==> src/rtl/mux_scan_if.sv <==
// mux_scan_if -- signal bundle between the mux scanner and the block that
// owns the scanned mux.
//
// Parameters
//   N_IN   number of mux inputs scanned; SEL_W = $clog2(N_IN)
//
// Signals
//   start    request a scan              (into the scanner)
//   mux_out  output of the scanned mux   (into the scanner)
//   sel      mux select                  (from the scanner)
//   busy     scan in progress            (from the scanner)
//   done     one-cycle word-valid pulse  (from the scanner)
//   word     reconstructed mux inputs    (from the scanner)
//
// Modports
//   master   scanner side
//   slave    environment side (mux plus requester)
interface mux_scan_if #(
    parameter int N_IN = 4
);
    localparam int SEL_W = $clog2(N_IN);

    logic             start;
    logic             mux_out;
    logic [SEL_W-1:0] sel;
    logic             busy;
    logic             done;
    logic [N_IN-1:0]  word;

    modport master (
        input  start,
        input  mux_out,
        output sel,
        output busy,
        output done,
        output word
    );

    modport slave (
        output start,
        output mux_out,
        input  sel,
        input  busy,
        input  done,
        input  word
    );
endinterface

==> src/rtl/mux_scan_ctrl.sv <==
// mux_scan_ctrl -- sequential scanner for an N_IN:1 mux.
//
// On a start request it walks sel through 0..N_IN-1. For each channel it
// waits DWELL settle cycles and then samples mux_out for one cycle. After the
// last channel it publishes the reconstructed N_IN-bit word together with a
// one-cycle done pulse. All outputs are registered.
//
// Parameters
//   N_IN   number of mux inputs (>=2, power of two)
//   DWELL  settle cycles per channel before sampling (>=1)
//
// Ports
//   clk    rising-edge clock
//   rst_n  asynchronous active-low reset
//   bus    mux_scan_if.master: start, mux_out in; sel, busy, done, word out
//
// Optional feature
//   MUX_SCAN_AUTO_EN
//     When this macro is defined, a start seen in DONE launches the next scan
//     immediately, so back-to-back scans have no IDLE cycle between them.
//     When it is undefined, DONE always returns to IDLE.
module mux_scan_ctrl #(
    parameter int N_IN  = 4,
    parameter int DWELL = 1
) (
    input  logic          clk,
    input  logic          rst_n,
    mux_scan_if.master    bus
);
    localparam int SEL_W = $clog2(N_IN);
    // The counter climbs to at most DWELL, because it is cleared on every
    // SETTLE entry.
    localparam int CNT_W = $clog2(DWELL + 1);

    localparam logic [SEL_W-1:0] SEL_LAST = SEL_W'(N_IN - 1);
    localparam logic [CNT_W-1:0] CNT_LAST = CNT_W'(DWELL - 1);

    typedef enum logic [1:0] {
        ST_IDLE,
        ST_SETTLE,
        ST_SAMPLE,
        ST_DONE
    } state_t;

    state_t           state_reg;
    logic [SEL_W-1:0] sel_reg;
    logic [CNT_W-1:0] cnt_reg;
    logic [N_IN-1:0]  cap_reg;
    logic [N_IN-1:0]  cap_next;
    logic [N_IN-1:0]  word_reg;
    logic             busy_reg;
    logic             done_reg;

    // The capture register with the current sample merged in. On the final
    // SAMPLE this lets word take the last bit on the same edge.
    generate
        for (genvar gi = 0; gi < N_IN; gi++) begin : g_cap
            assign cap_next[gi] = (state_reg == ST_SAMPLE && sel_reg == SEL_W'(gi))
                                  ? bus.mux_out : cap_reg[gi];
        end
    endgenerate

    always_ff @(posedge clk or negedge rst_n) begin
        if (!rst_n) begin
            state_reg <= ST_IDLE;
            sel_reg   <= '0;
            cnt_reg   <= '0;
            cap_reg   <= '0;
            word_reg  <= '0;
            busy_reg  <= 1'b0;
            done_reg  <= 1'b0;
        end else begin
            done_reg <= 1'b0;
            case (state_reg)
                ST_IDLE: begin
                    if (bus.start) begin
                        state_reg <= ST_SETTLE;
                        sel_reg   <= '0;
                        cnt_reg   <= '0;
                        busy_reg  <= 1'b1;
                    end
                end

                ST_SETTLE: begin
                    cnt_reg <= cnt_reg + 1'b1;
                    if (cnt_reg == CNT_LAST) begin
                        state_reg <= ST_SAMPLE;
                    end
                end

                ST_SAMPLE: begin
                    cap_reg <= cap_next;
                    if (sel_reg == SEL_LAST) begin
                        state_reg <= ST_DONE;
                        word_reg  <= cap_next;
                        done_reg  <= 1'b1;
                        busy_reg  <= 1'b0;
                        sel_reg   <= '0;
                    end else begin
                        state_reg <= ST_SETTLE;
                        sel_reg   <= sel_reg + 1'b1;
                        cnt_reg   <= '0;
                    end
                end

                ST_DONE: begin
`ifdef MUX_SCAN_AUTO_EN
                    if (bus.start) begin
                        state_reg <= ST_SETTLE;
                        sel_reg   <= '0;
                        cnt_reg   <= '0;
                        busy_reg  <= 1'b1;
                    end else begin
                        state_reg <= ST_IDLE;
                    end
`else
                    state_reg <= ST_IDLE;
`endif
                end

                default: begin
                    state_reg <= ST_IDLE;
                end
            endcase
        end
    end

    assign bus.sel  = sel_reg;
    assign bus.busy = busy_reg;
    assign bus.done = done_reg;
    assign bus.word = word_reg;
endmodule

==> src/flat_wrapper.sv <==
// flat-port wrapper written by rule: the top's interface ports become plain ports
module mux_scan_ctrl_flat 
#(
    parameter int N_IN  = 4,
    parameter int DWELL = 1
)
  (clk, rst_n, bus_start, bus_mux_out, bus_sel, bus_busy, bus_done, bus_word);
  mux_scan_if #(.N_IN(N_IN)) bus_i ();
  input  logic clk;
  input  logic rst_n;
  input wire logic [$bits(bus_i.start)-1:0] bus_start;
  input wire logic [$bits(bus_i.mux_out)-1:0] bus_mux_out;
  output wire logic [$bits(bus_i.sel)-1:0] bus_sel;
  output wire logic [$bits(bus_i.busy)-1:0] bus_busy;
  output wire logic [$bits(bus_i.done)-1:0] bus_done;
  output wire logic [$bits(bus_i.word)-1:0] bus_word;
  assign bus_i.start = bus_start;
  assign bus_i.mux_out = bus_mux_out;
  assign bus_sel = bus_i.sel;
  assign bus_busy = bus_i.busy;
  assign bus_done = bus_i.done;
  assign bus_word = bus_i.word;
  mux_scan_ctrl #(.N_IN(N_IN), .DWELL(DWELL)) u_core (.clk(clk), .rst_n(rst_n), .bus(bus_i));
endmodule
==> config.mk <==
export PLATFORM = sky130hd
export DESIGN_NAME = mux_scan_ctrl_flat
export DESIGN_NICKNAME = d
export VERILOG_FILES = /design/src/rtl/mux_scan_if.sv /design/src/rtl/mux_scan_ctrl.sv /design/src/flat_wrapper.sv
export SDC_FILE = /design/constraint.sdc
export NUM_CORES = 1
export LEC_CHECK = 0
export BUFFER_PORTS_ARGS = -buffer_cell sky130_fd_sc_hd__buf_2
export CORE_MARGIN = 8
export CORE_UTILIZATION = 46
export CTS_CLUSTER_DIAMETER = 150
export DETAILED_ROUTE_END_ITERATION = 12
export GPL_ROUTABILITY_DRIVEN = 0
export HOLD_SLACK_MARGIN = 0.15
export MAX_ROUTING_LAYER = met4
export PLACE_DENSITY = 0.7
export SLEW_MARGIN = 20
export SYNTH_ARGS = -nofsm -noshare
export SYNTH_HDL_FRONTEND = slang
export SYNTH_SLANG_ARGS = --single-unit
==> constraint.sdc <==
create_clock -name clk -period 1.3 [get_ports clk]
set_clock_uncertainty 0.2 [all_clocks]
set_input_delay 0 -clock clk [delete_from_list [all_inputs] [get_ports clk]]
set_output_delay 0 -clock clk [all_outputs]
set_load 0.02 [all_outputs]
# Yosys cells after proc, flatten, opt, wreduce, memory -nomap -nowiden
# Index checks and enable logic that the tools add are counted.
# totals
input_bits	4
wordCells	51
regBits	15
out_inout_bits	8
# op_classes
add_sub_neg	2
n_eq_ne	10
mux	19
reduce_logical	13
# op_table
operator	count
$mux W1	10
$mux W2	5
$eq A2 B2 Y1 const B	4
$ne A2 B2 Y1 const B	4
$pmux W2 S4	1
$reduce_and A2 Y1	3
$reduce_and A3 Y1	2
$eq A2 B1 Y1 const B	2
$logic_and A1 B1 Y1	4
$logic_not A2 Y1	2
$pmux W2 S2	1
$pmux W1 S3	1
$reduce_bool A3 Y1	1
$add A2 B1 Y2 const B	1
$pmux W1 S2	1
$reduce_bool A2 Y1	1
$add A1 B1 Y1 const B	1

# Longest topological paths before layout
# Gate-level depths: netlist (run 1).
# logic_depth
depth_word	3
ltp_mapped	4
mapped_depth_nobuf	4

# Least setup slack after synthesis (run 1)
# OpenSTA, ideal clock, no wires.
# synth_timing
kind	reg-to-reg
startpoint	register u_core.sel_reg[0] (netlist: u_core.bus.sel[0])
endpoint	register u_core.word_reg[3] (netlist: u_core.bus.word[3])
setup_ns	0.125
required_ns	0.975
arrival_ns	1.194
slack_ns	-0.219
n_path_buf	0
synth_period_minus_slack_ns	1.519
stages_incl_launch_ff	4
cell_sequence	dfrtp_1 ha_1 nand3b_4 mux2_2
# synth_via
elab_chain_cells	3
elab_cells_between_ends	4
classes_between	1 x eq/ne; 1 x mux; 2 x reduce/logical
# synth_lines
item	line_no	text
from (decl)	mux_scan_ctrl.sv:46	logic [SEL_W-1:0] sel_reg;
from (signal assigned)	mux_scan_ctrl.sv:101	sel_reg <= sel_reg + 1'b1;
$eq A2 B2 Y1 (*)	mux_scan_ctrl.sv:58, mux_scan_ctrl.sv:93	
$logic_and A1 B1 Y1	mux_scan_ctrl.sv:58	assign cap_next[gi] = (state_reg == ST_SAMPLE && sel_reg == SEL_W'(gi))
$mux W1	mux_scan_ctrl.sv:59	? bus.mux_out : cap_reg[gi];
to (signal assigned)	mux_scan_ctrl.sv:95	word_reg <= cap_next;
to (decl)	mux_scan_ctrl.sv:50	logic [N_IN-1:0] word_reg;
# Every way passes the cells marked *; elsewhere a longest branch is shown, timed or not.
# A chain may end at the register's enable or synchronous reset.

# Worst setup path in the final report (run 1)
# layout_timing
startpoint	register u_core.sel_reg[0] (netlist: u_core.bus.sel[0])
endpoint	register u_core.cap_reg[0]
# layout_via
elab_chain_cells	3
# layout_lines
item	line_no	text
$logic_not A2 Y1	mux_scan_ctrl.sv:58	
$logic_and A1 B1 Y1	mux_scan_ctrl.sv:58	
$mux W1	mux_scan_ctrl.sv:59	
to (signal assigned)	mux_scan_ctrl.sv:92	cap_reg <= cap_next;
to (decl)	mux_scan_ctrl.sv:48	logic [N_IN-1:0] cap_reg;
# Every way passes these cells.

==> run metrics, run 1 <==
Place WS -88.5 ps; most used flip-flop cell after synthesis dfrtp_1; Worst-Margin Slew 317 ps; largest cells by area after synthesis dfrtp_1 52%, ha_1 7.5%, o21ai_0 5.2%; FILL cells 88; Mapped Avg Cell Area 11.2 sq um; max reg flops 4; DR WL/cell 15.6 um; Post-DRT Antenna Nets 0; vias 529; Synth area leader dfrtp_1; 1st-iter DRT viols 7; Unique masters post-synth 19; ANT cells 0; Initial Utilization 50.2%; area of the mapped netlist approximately 670 sq um; Post-synth EDFFs 0; Layout Nets 96; main combinational cell family by area after synthesis simple AND/OR/NAND/NOR gates; violated checks setup timing; RSZ-0062 raised after global routing yes; IO buf count 11; final setup fails 7; post-synthesis adder-cell area fraction 7.48%; number of global-route vias before repair 512; Lkg Pwr roughly 0.5 nW; global-route usage over all layers 12.0%; Post-Syn Nets 68; total CTS buffers 3; Clk Latency, worst-skew pair 280 ps; Worst EP arrival 1380 ps; Max-Cap Viols 0; Final period util 108%; Max Fclk 712 MHz; # clock sinks 14; Crit Path Category register to register; Synth warnings 0; final setup TNS -469 ps; largest net degree at the start of global routing 15; CP required 1270 ps; Max clock buf depth 2; post-synthesis compound-gate area fraction 9.53%; hpwl dp about 960 um; slew margin rel. about four fifths; DRT Wirelength about 1600 um; top-level port count 12; sequential share of the synthesized area 52.3%; Placement Rows 13; crit path setup slack, layout -105 ps; mux share of post-synthesis cell area 11.2%; Syn-to-layout area delta 45.4%; status finished, violations left; most common cell in the netlist dfrtp_1; die height 54.1 um; critical path fanouts, max 4; met1 WL 682 um; CTS tree yes; PD cells 2290 nW/um^2; Final Hold Fails 0; first-pass GRT wire length between 2000 and 2500 um; vias per cell 5.19; DRT Pass-1 Iters 4; maximum VDD drop 1510 uV; Die Footprint 2930 sq um; Tmin final 1400 ps; synth cell count leaders 14 x dfrtp_1, 9 x nand2_1, 7 x o21ai_0; Crit. End Element register; met2 wire length 770 um; share of layout cells above drive strength 1 48.3%; fin util 73.0%; DRC 0; Post-Syn Instances 60; initial antenna violation count 0; category of the worst setup path launch point register; fin. max-slew vios 0; simple-gate portion of the synthesized area 13.1%; post-synthesis register bit count 14; Met3 Wirelength approximately 100 um; top layer reached by signal wires met4; root buf cell clkbuf_4; htree depth 1; Post-synth ARST share 100%; placeable core region 1330 sq um; remaining global-route overflow 0; proportion of netlist area held by the largest area contributor 52.3%; HP Class register to register; clock transition at the registers of the reported paths 90 ps; chip width 54.1 um; Post-Synth XOR/XNOR Area 1.31%
[routing by layer]
layer	up-vias	GRT usage, %
li1	253	-
met1	244	13.9
met2	26	19.1
met3	6	3.31
met4	0	4.92
met5	-	-
[cell families after synthesis]
| family | count (synthesis) |
|---|---|
| simple gates | 15 |
| mux | 7 |
| fa+ha+maj | 4 |
| compound gates | 12 |
| flops | 14 |
| xor+xnor | 1 |
| buf+inv | 7 |
[critical path: stages, from the launching register on]
cell and delay, ps:
dfrtp_2 480, inv_4 110, ha_4 150, nand2_2 60
mux2_4 300
[path summary, 6_finish.rpt]
path                                           startpoint                             end  slack, ps  cells after the start
max in group asynchronous                           rst_n   u_core.bus.sel[0]$_DFFE_PN0P_        160                      3
max reg2reg                 u_core.bus.sel[0]$_DFFE_PN0P_   u_core.cap_reg[0]$_DFFE_PN0N_       -100                      4
min reg2reg                u_core.bus.word[1]$_DFFE_PN0P_  u_core.bus.word[1]$_DFFE_PN0P_        280                      2
max                         u_core.bus.sel[0]$_DFFE_PN0P_   u_core.cap_reg[0]$_DFFE_PN0N_       -100                      4
min                        u_core.bus.word[1]$_DFFE_PN0P_  u_core.bus.word[1]$_DFFE_PN0P_        280                      2
min in group asynchronous                           rst_n  u_core.bus.word[1]$_DFFE_PN0P_        480                      3
[cell usage in the layout (no fill, tap or decap)]
master	count
buf_2	11
dfrtp_1	11
nand2_1	7
buf_4	7
o21ai_1	5
inv_1	4
mux2_4	4
ha_4	4
dlygate4sd3_1	4
mux2i_1	3
a21oi_1	3
clkbuf_4	3
dfrtp_2	3
inv_4	2
nand2_2	2
o21ai_0	2
buf_6	2
nand3b_4	1
nor2b_4	1
nor2_1	1
nand3_1	1
o31ai_1	1
nand2b_1	1
nor3_4	1
xor2_1	1
o22ai_1	1
clkbuf_8	1
[where the power goes]
| part | switching (mW) | internal (mW) |
|---|---|---|
| logic | 0.524 | 0.564 |
| clock network | 0.149 | 0.171 |
| registers | 0.194 | 0.628 |
[cell type report]
class	count	area [sq um]	area share, %
clock buffers	4	36.3	3.73
inverters	6	27.5	2.83
multi-input cells	39	367	37.7
flip-flops and latches	14	354	36.4
well taps	15	18.8	1.93
repair buffers	24	170	17.5
[through the flow]
step | power, mW | std cells | hold slack, ps | instance area (sq um)
floorplan | 1.34 | 60 | -496 | 693
global placement | 1.62 | 92 | -291 | 808
detailed placement | 1.64 | 92 | -289 | 808
CTS | 2.12 | 101 | 288 | 945
global route | 2.38 | 102 | 312 | 973
finish | 2.23 | 102 | 283 | 973
[timing repair]
action | 4_1_cts | 5_1_grt
endpoints found under the hold margin | 26 | 0
pin swaps | 2 | 0
hold buffers | 4 | 0
buffers inserted | 1 | 1
setup endpoints to repair | 8 | 10
gates resized for setup | 13 | 8
Note: power is estimated with default switching activity, not from simulation.
==> run 2: changes to the inputs <==
Settings changed: ABC_AREA from default to 1, CELL_PAD_IN_SITES_DETAIL_PLACEMENT from default to 0, CELL_PAD_IN_SITES_GLOBAL_PLACEMENT from default to 1, CORE_UTILIZATION 46 to 35, PLACE_DENSITY 0.7 to default, PLACE_DENSITY_LB_ADDON from default to 0.1.
==> run metrics, run 2 <==
status finished, violations left; violated checks setup timing; DRT Wirelength 1430 um (-10%); clock transition at the registers of the reported paths 90 ps (about the same); Synth area leader dfrtp_1; critical path fanouts, max 5 (+1); sequential share of the synthesized area 52.1% (-0.19 points); 1st-iter DRT viols 14 (+7); HP Class register to register; DRT Pass-1 Iters 3 (-1); RSZ-0062 raised after global routing yes; CTS tree yes; Post-Syn Instances 75 (+25%); Layout Nets 106 (+10%); htree depth 1 (unchanged); Crit Path Category register to register; number of global-route vias before repair 541 (+5.7%); area of the mapped netlist 672 sq um (+0.37%); post-route design area 886 sq um (-9.0%); Post-synth ARST share 100% (unchanged); FF+latch area 353 sq um (-0.35%); Worst EP arrival 1290 ps (-90 ps); most frequent cells in the layout 24 x nand2_1, 12 x dfrtp_1, 11 x buf_2, 8 x nand3_1, 6 x inv_1; chip width 59.8 um (+10%); DR WL/cell 11.6 um (-26%); first-pass GRT wire length 2330 um (-2.3%); Post-synth EDFFs 0 (unchanged); total CTS buffers 3 (unchanged); Post-Syn Nets 83 (+22%); Initial Utilization 35.7% (-14 points); Final Hold Fails 0 (unchanged); crit path setup slack, layout -12.1 ps (+92.4 ps); Die Footprint 3580 sq um (+22%); DRC 0 (unchanged); Clk Latency, worst-skew pair 290 ps (about the same); # clock sinks 14 (unchanged); vias 544 (+2.8%); Mapped Avg Cell Area 8.96 sq um (-20%); max reg flops 4 (unchanged); hpwl dp 1000 um (+3.9%); Placed Area 767 sq um (-5.1%); Placement Rows 16 (+3); largest cells by area after synthesis dfrtp_1 52%, nand2_1 13%, ha_1 7.4%; IO buf count 11 (unchanged); Final Non-Filler Cells 124 (+22%); Syn-to-layout area delta 31.8%; ANT cells 0 (unchanged); proportion of netlist area held by the largest area contributor 52.1% (-0.19 points); Lkg Pwr 0.460 nW (-6.0%); share of layout cells above drive strength 1 35.1% (-13 points); CP required 1280 ps (about the same); PD cells 2090 nW/um^2 (-8.9%); most common cell after layout, fill and taps aside nand2_1; post-synthesis register bit count 14 (unchanged); Placed Cells incl. Taps 114 (+24%); fin. max-slew vios 0 (unchanged); synth cell count leaders 24 x nand2_1, 14 x dfrtp_1, 9 x nand3_1; Post-DRT Antenna Nets 0 (unchanged); initial antenna violation count 0 (unchanged); Worst-Margin Slew 334 ps (+16.8 ps); Synth warnings 0 (unchanged); Crit. End Element register; die height 59.8 um (+10%); most common cell in the netlist nand2_1; maximum VDD drop 891 uV (-41%); largest net degree at the start of global routing 15 (unchanged); most used flip-flop cell after synthesis dfrtp_1; Max-Cap Viols 0 (unchanged); Unique masters post-synth 15 (-4); vias per cell 4.39 (-15%); Tmin final 1310 ps (-92.4 ps); top-level port count 12 (unchanged); remaining global-route overflow 0 (unchanged); root buf cell clkbuf_4; Final period util 101% (-7.1 points); final setup fails 5 (-2); category of the worst setup path launch point register; global-route usage over all layers 9.06% (-2.9 points); Max Fclk 762 MHz (+7.0%); slew margin rel. 77.7% (-1.1 points); placeable core region 1880 sq um (+41%); Max clock buf depth 2 (unchanged); area of the multi-input gates 298 sq um (-19%); FILL cells 209 (+140%)
==> run 2: cell types whose count changed after synthesis, moves of 3 or more <==
| cell | previous run | this run |
|---|---|---|
| nand2_1 | 9 | 24 |
| a21oi_1 | 3 | 0 |
| mux2i_1 | 3 | 0 |
| and2_1 | 0 | 3 |
| nand3_1 | 1 | 9 |
| o21ai_0 | 7 | 1 |
| mux2_1 | 3 | 0 |
| nand4_1 | 0 | 3 |
==> run 2: report_power, final <==
part	switching (mW)	total (mW)	internal [mW]
registers	0.127	0.734	0.607
clock network	0.155	0.326	0.171
logic	0.473	0.788	0.315
total	0.755	1.85	1.09
==> run 2: worst paths after layout <==
check	slack [ps]	start	cells after the start	endpoint
worst max-delay path	-10	u_core.bus.sel[1]$_DFFE_PN0P_	5	u_core.cnt_reg$_DFFE_PN0P_
worst min-delay path	280	u_core.bus.word[3]$_DFFE_PN0P_	2	u_core.bus.word[3]$_DFFE_PN0P_
worst max register to register	-10	u_core.bus.sel[1]$_DFFE_PN0P_	5	u_core.cnt_reg$_DFFE_PN0P_
worst min register to register	280	u_core.bus.word[3]$_DFFE_PN0P_	2	u_core.bus.word[3]$_DFFE_PN0P_
min in group asynchronous	480	rst_n	3	u_core.bus.word[1]$_DFFE_PN0P_
max in group asynchronous	150	rst_n	3	u_core.bus.sel[1]$_DFFE_PN0P_
==> run 2: area by class of cell <==
class / instances / share of cell area (%)
tap: 27 / 3.81
timing repair buffer: 19 / 14.1
inverter: 10 / 4.52
sequential: 14 / 39.8
clock buffer: 4 / 4.10
multi-input combinational: 50 / 33.6
==> run 2: timing repair <==
item	in CTS	in global routing
endpoints found under the hold margin	26	0
pin swaps	0	4
setup endpoints to repair	4	7
cloned	0	0
setup buffers	1	1
gates resized for setup	3	7
hold buffers	4	0
==> run 2: worst max-delay path, cell delays in order, from the launching register on <==
cell and delay (ps):
dfrtp_2 470, ha_2 210, o21ai_1 150, nand2_1 80
nand2_1 60, nand2_1 50
==> run 2: per-stage QoR <==
step	utilization [%]	total power, mW	hold slack, ps	setup slack, ps	TNS [ps]
floorplan	-	1.24	-496	-7.09	-20.8
global placement	40.8	1.46	-283	-18.4	-18.4
detailed placement	40.8	1.45	-281	-36.6	-36.6
CTS	45.3	1.82	285	7.49	0
global route	47.1	1.99	307	-86.3	-520
finish	47.1	1.85	278	-12.1	-35.5
==> run 2: kinds of logic (layout without fill, tap and decap cells) <==
family | Yosys count | after routing | synth area share [%]
simple gates | 44 | 44 | 31.3
flops | 14 | 14 | 52.1
buf+inv | 11 | 33 | 7.26
fa+ha+maj | 4 | 4 | 7.45
compound gates | 2 | 2 | 1.86
==> run 2: metal layers <==
layer  vias to the layer above  global-route usage [%]  wire (um)
li1                        279                       -          -
met1                       250                    10.1        672
met2                        11                    13.8        657
met3                         4                    3.01         76
met4                         0                    5.10         26
met5                         -                       -          0
==> run 3: changes to the inputs <==
Settings changed: REMOVE_ABC_BUFFERS from default to 1.
==> run metrics, run 3 (same netlist as run 2, synthesis figures left out) <==
status finished clean; root buf cell clkbuf_4; placeable core region 1880 sq um (unchanged); Sw Pwr 0.793 mW (+5.0%); RSZ-0062 raised after global routing yes; DRT Pass-1 Iters 3 (unchanged); Placed Cells incl. Taps 116 (+1.8%); category of the worst setup path launch point register; DR WL/cell 11.5 um (-0.45%); Final Hold Fails 0 (unchanged); Final Non-Filler Cells 123 (-0.81%); Tmin final 1290 ps (-22.4 ps); ANT cells 0 (unchanged); r2r setup slk 10 ps (+20 ps); top-level port count 12 (unchanged); PD cells 2010 nW/um^2 (-3.7%); Worst EP arrival 1260 ps (-30 ps); Max clock buf depth 2 (unchanged); most frequent cells in the layout 23 x nand2_1, 11 x dfrtp_1, 10 x buf_2, 7 x nand3_1; vias 537 (-1.3%); most common cell after layout, fill and taps aside nand2_1; total CTS buffers 3 (unchanged); Crit. End Element register; met1 Track Usage GR 10.6% (+0.50 points); Worst-Margin Slew 319 ps (-14.9 ps); hold depth 2 (unchanged); critical path fanouts, max 5 (unchanged); final setup fails 0 (-5); share of layout cells above drive strength 1 39.6% (+4.5 points); htree depth 1 (unchanged); DRT Wirelength 1420 um (-1.3%); combinational power share 46.1% (+3.4 points); P_int 1.07 mW (-2.1%); chip width 59.8 um (unchanged); final setup TNS 0 ps (+35.5 ps); max reg flops 4 (unchanged); Die Footprint 3580 sq um (unchanged); maximum VDD drop 1210 uV (+36%); vias per cell 4.37 (-0.48%); HP Class register to register; Worst path max stage delay 480 ps (about the same); CTS tree yes; Power, Total 1.86 mW (+0.79%); fin util 49.3% (+2.2 points); first-pass GRT wire length 2460 um (+5.6%); clock transition at the registers of the reported paths 80 ps (about the same); initial antenna violation count 0 (unchanged); GR peak layer met2; die height 59.8 um (unchanged); IO buf count 11 (unchanged); Clk Latency, worst-skew pair 270 ps (-20 ps); Layout Nets 106 (unchanged); Max-Cap Viols 0 (unchanged); Min-Delay Startpoint u_core.bus.word[2]$_DFFE_PN0P_; remaining global-route overflow 0 (unchanged); Syn-to-layout area delta 38.0%; r2r worst-path depth 4 (-1); DRC 0 (unchanged); number of global-route vias before repair 571 (+5.5%); Post-DRT Antenna Nets 0 (unchanged); FF-to-FF End u_core.cap_reg[2]$_DFFE_PN0N_; Placement Rows 16 (unchanged); fin. max-slew vios 0 (unchanged); Initial Utilization 35.7% (unchanged); 1st-iter DRT viols 8 (-6); Crit-path slowest cell dfrtp_2; GR Util met3 3.23% (+0.22 points); global-route usage over all layers 9.47% (+0.41 points); Crit Path Category register to register; FF-to-FF Start u_core.bus.sel[0]$_DFFE_PN0P_; largest net degree at the start of global routing 15 (unchanged); Hold EP u_core.bus.word[2]$_DFFE_PN0P_; Max Fclk 775 MHz (+1.7%); power share of the clock group 12.6% (-5.0 points); sequential cell fraction of total power 41.3% (+1.6 points); grt met2 use 14.5% (+0.62 points); CP required 1270 ps (about the same); post-route design area 927 sq um (+4.7%); Final period util 99.2% (-1.7 points); # clock sinks 14 (unchanged); Placed Area 779 sq um (+1.6%); Sw Share 42.6% (+1.7 points); Lkg Pwr 0.474 nW (+3.0%); critical-path cell list inv_4 -> ha_4 -> nand4_1 -> and2_1; hpwl dp 1020 um (+1.6%); slew margin rel. 78.7% (+0.99 points)
[run 3: cell count changes in the layout (fill, tap and decap cells not counted), sizes merged]
cell / previous run / this run
clkbuf: 4 / 3
[run 3: how the worst max path moves through the flow]
stage | slack [ps] | endpoint | start | cells after the start
2_1_floorplan | -100 | u_core.cap_reg[0]$_DFFE_PN0N_ | u_core.bus.sel[0]$_DFFE_PN0P_ | 5
3_3_place_gp | -0.6 | u_core.cap_reg[2]$_DFFE_PN0N_ | u_core.bus.sel[0]$_DFFE_PN0P_ | 5
3_5_place_dp | -30 | u_core.cap_reg[2]$_DFFE_PN0N_ | u_core.bus.sel[0]$_DFFE_PN0P_ | 5
4_1_cts | 9 | u_core.cap_reg[2]$_DFFE_PN0N_ | u_core.bus.sel[0]$_DFFE_PN0P_ | 5
5_1_grt | -60 | u_core.cap_reg[0]$_DFFE_PN0N_ | u_core.bus.sel[0]$_DFFE_PN0P_ | 4
6_report | 10 | u_core.cap_reg[2]$_DFFE_PN0N_ | u_core.bus.sel[0]$_DFFE_PN0P_ | 4
[run 3: power groups by stage]
stage	Combinational, mW	Sequential (mW)	Clock, mW
3_5_place_dp	0.742	0.722	0
4_1_cts	0.763	0.718	0.258
2_1_floorplan	0.382	0.826	0
5_1_grt	0.967	0.798	0.273
6_report	0.858	0.769	0.235
3_3_place_gp	0.732	0.720	0
[run 3: through the flow]
step	hold WS, ps	worst slack, ps
floorplan	-496	-97.7
global placement	-285	-0.592
detailed placement	-287	-32.5
CTS	271	8.53
global route	289	-61.1
finish	277	10.3
[run 3: critical path: cells and delay by family, from the launching register on]
| kind | cells | cell delay [ps] |
|---|---|---|
| flip-flops | 1 | 480 |
| AND/OR/NAND/NOR | 2 | 260 |
| adder cells (fa/ha/maj) | 1 | 140 |
| buffers and inverters | 1 | 110 |
[run 3: timing repair]
item	in CTS	in global routing
pin swaps	2	5
resized for setup	5	19
endpoints found under the hold margin	26	0
endpoints found under the setup margin	6	12
setup buffers	0	0
hold buffers	4	0
[run 3: metal layers]
metal	up-vias	wire [um]
met5	-	0
met4	0	15
met3	2	83
met2	7	702
met1	248	614
li1	280	-
[run 3: final cells by class]
type	count	area, sq um
Inverter	10	45.0
Tap cell	27	33.8
Timing Repair Buffer	19	128
Multi-Input combinational cell	50	344
Clock buffer	3	22.5
Sequential cell	14	354
Fill cell	213	955
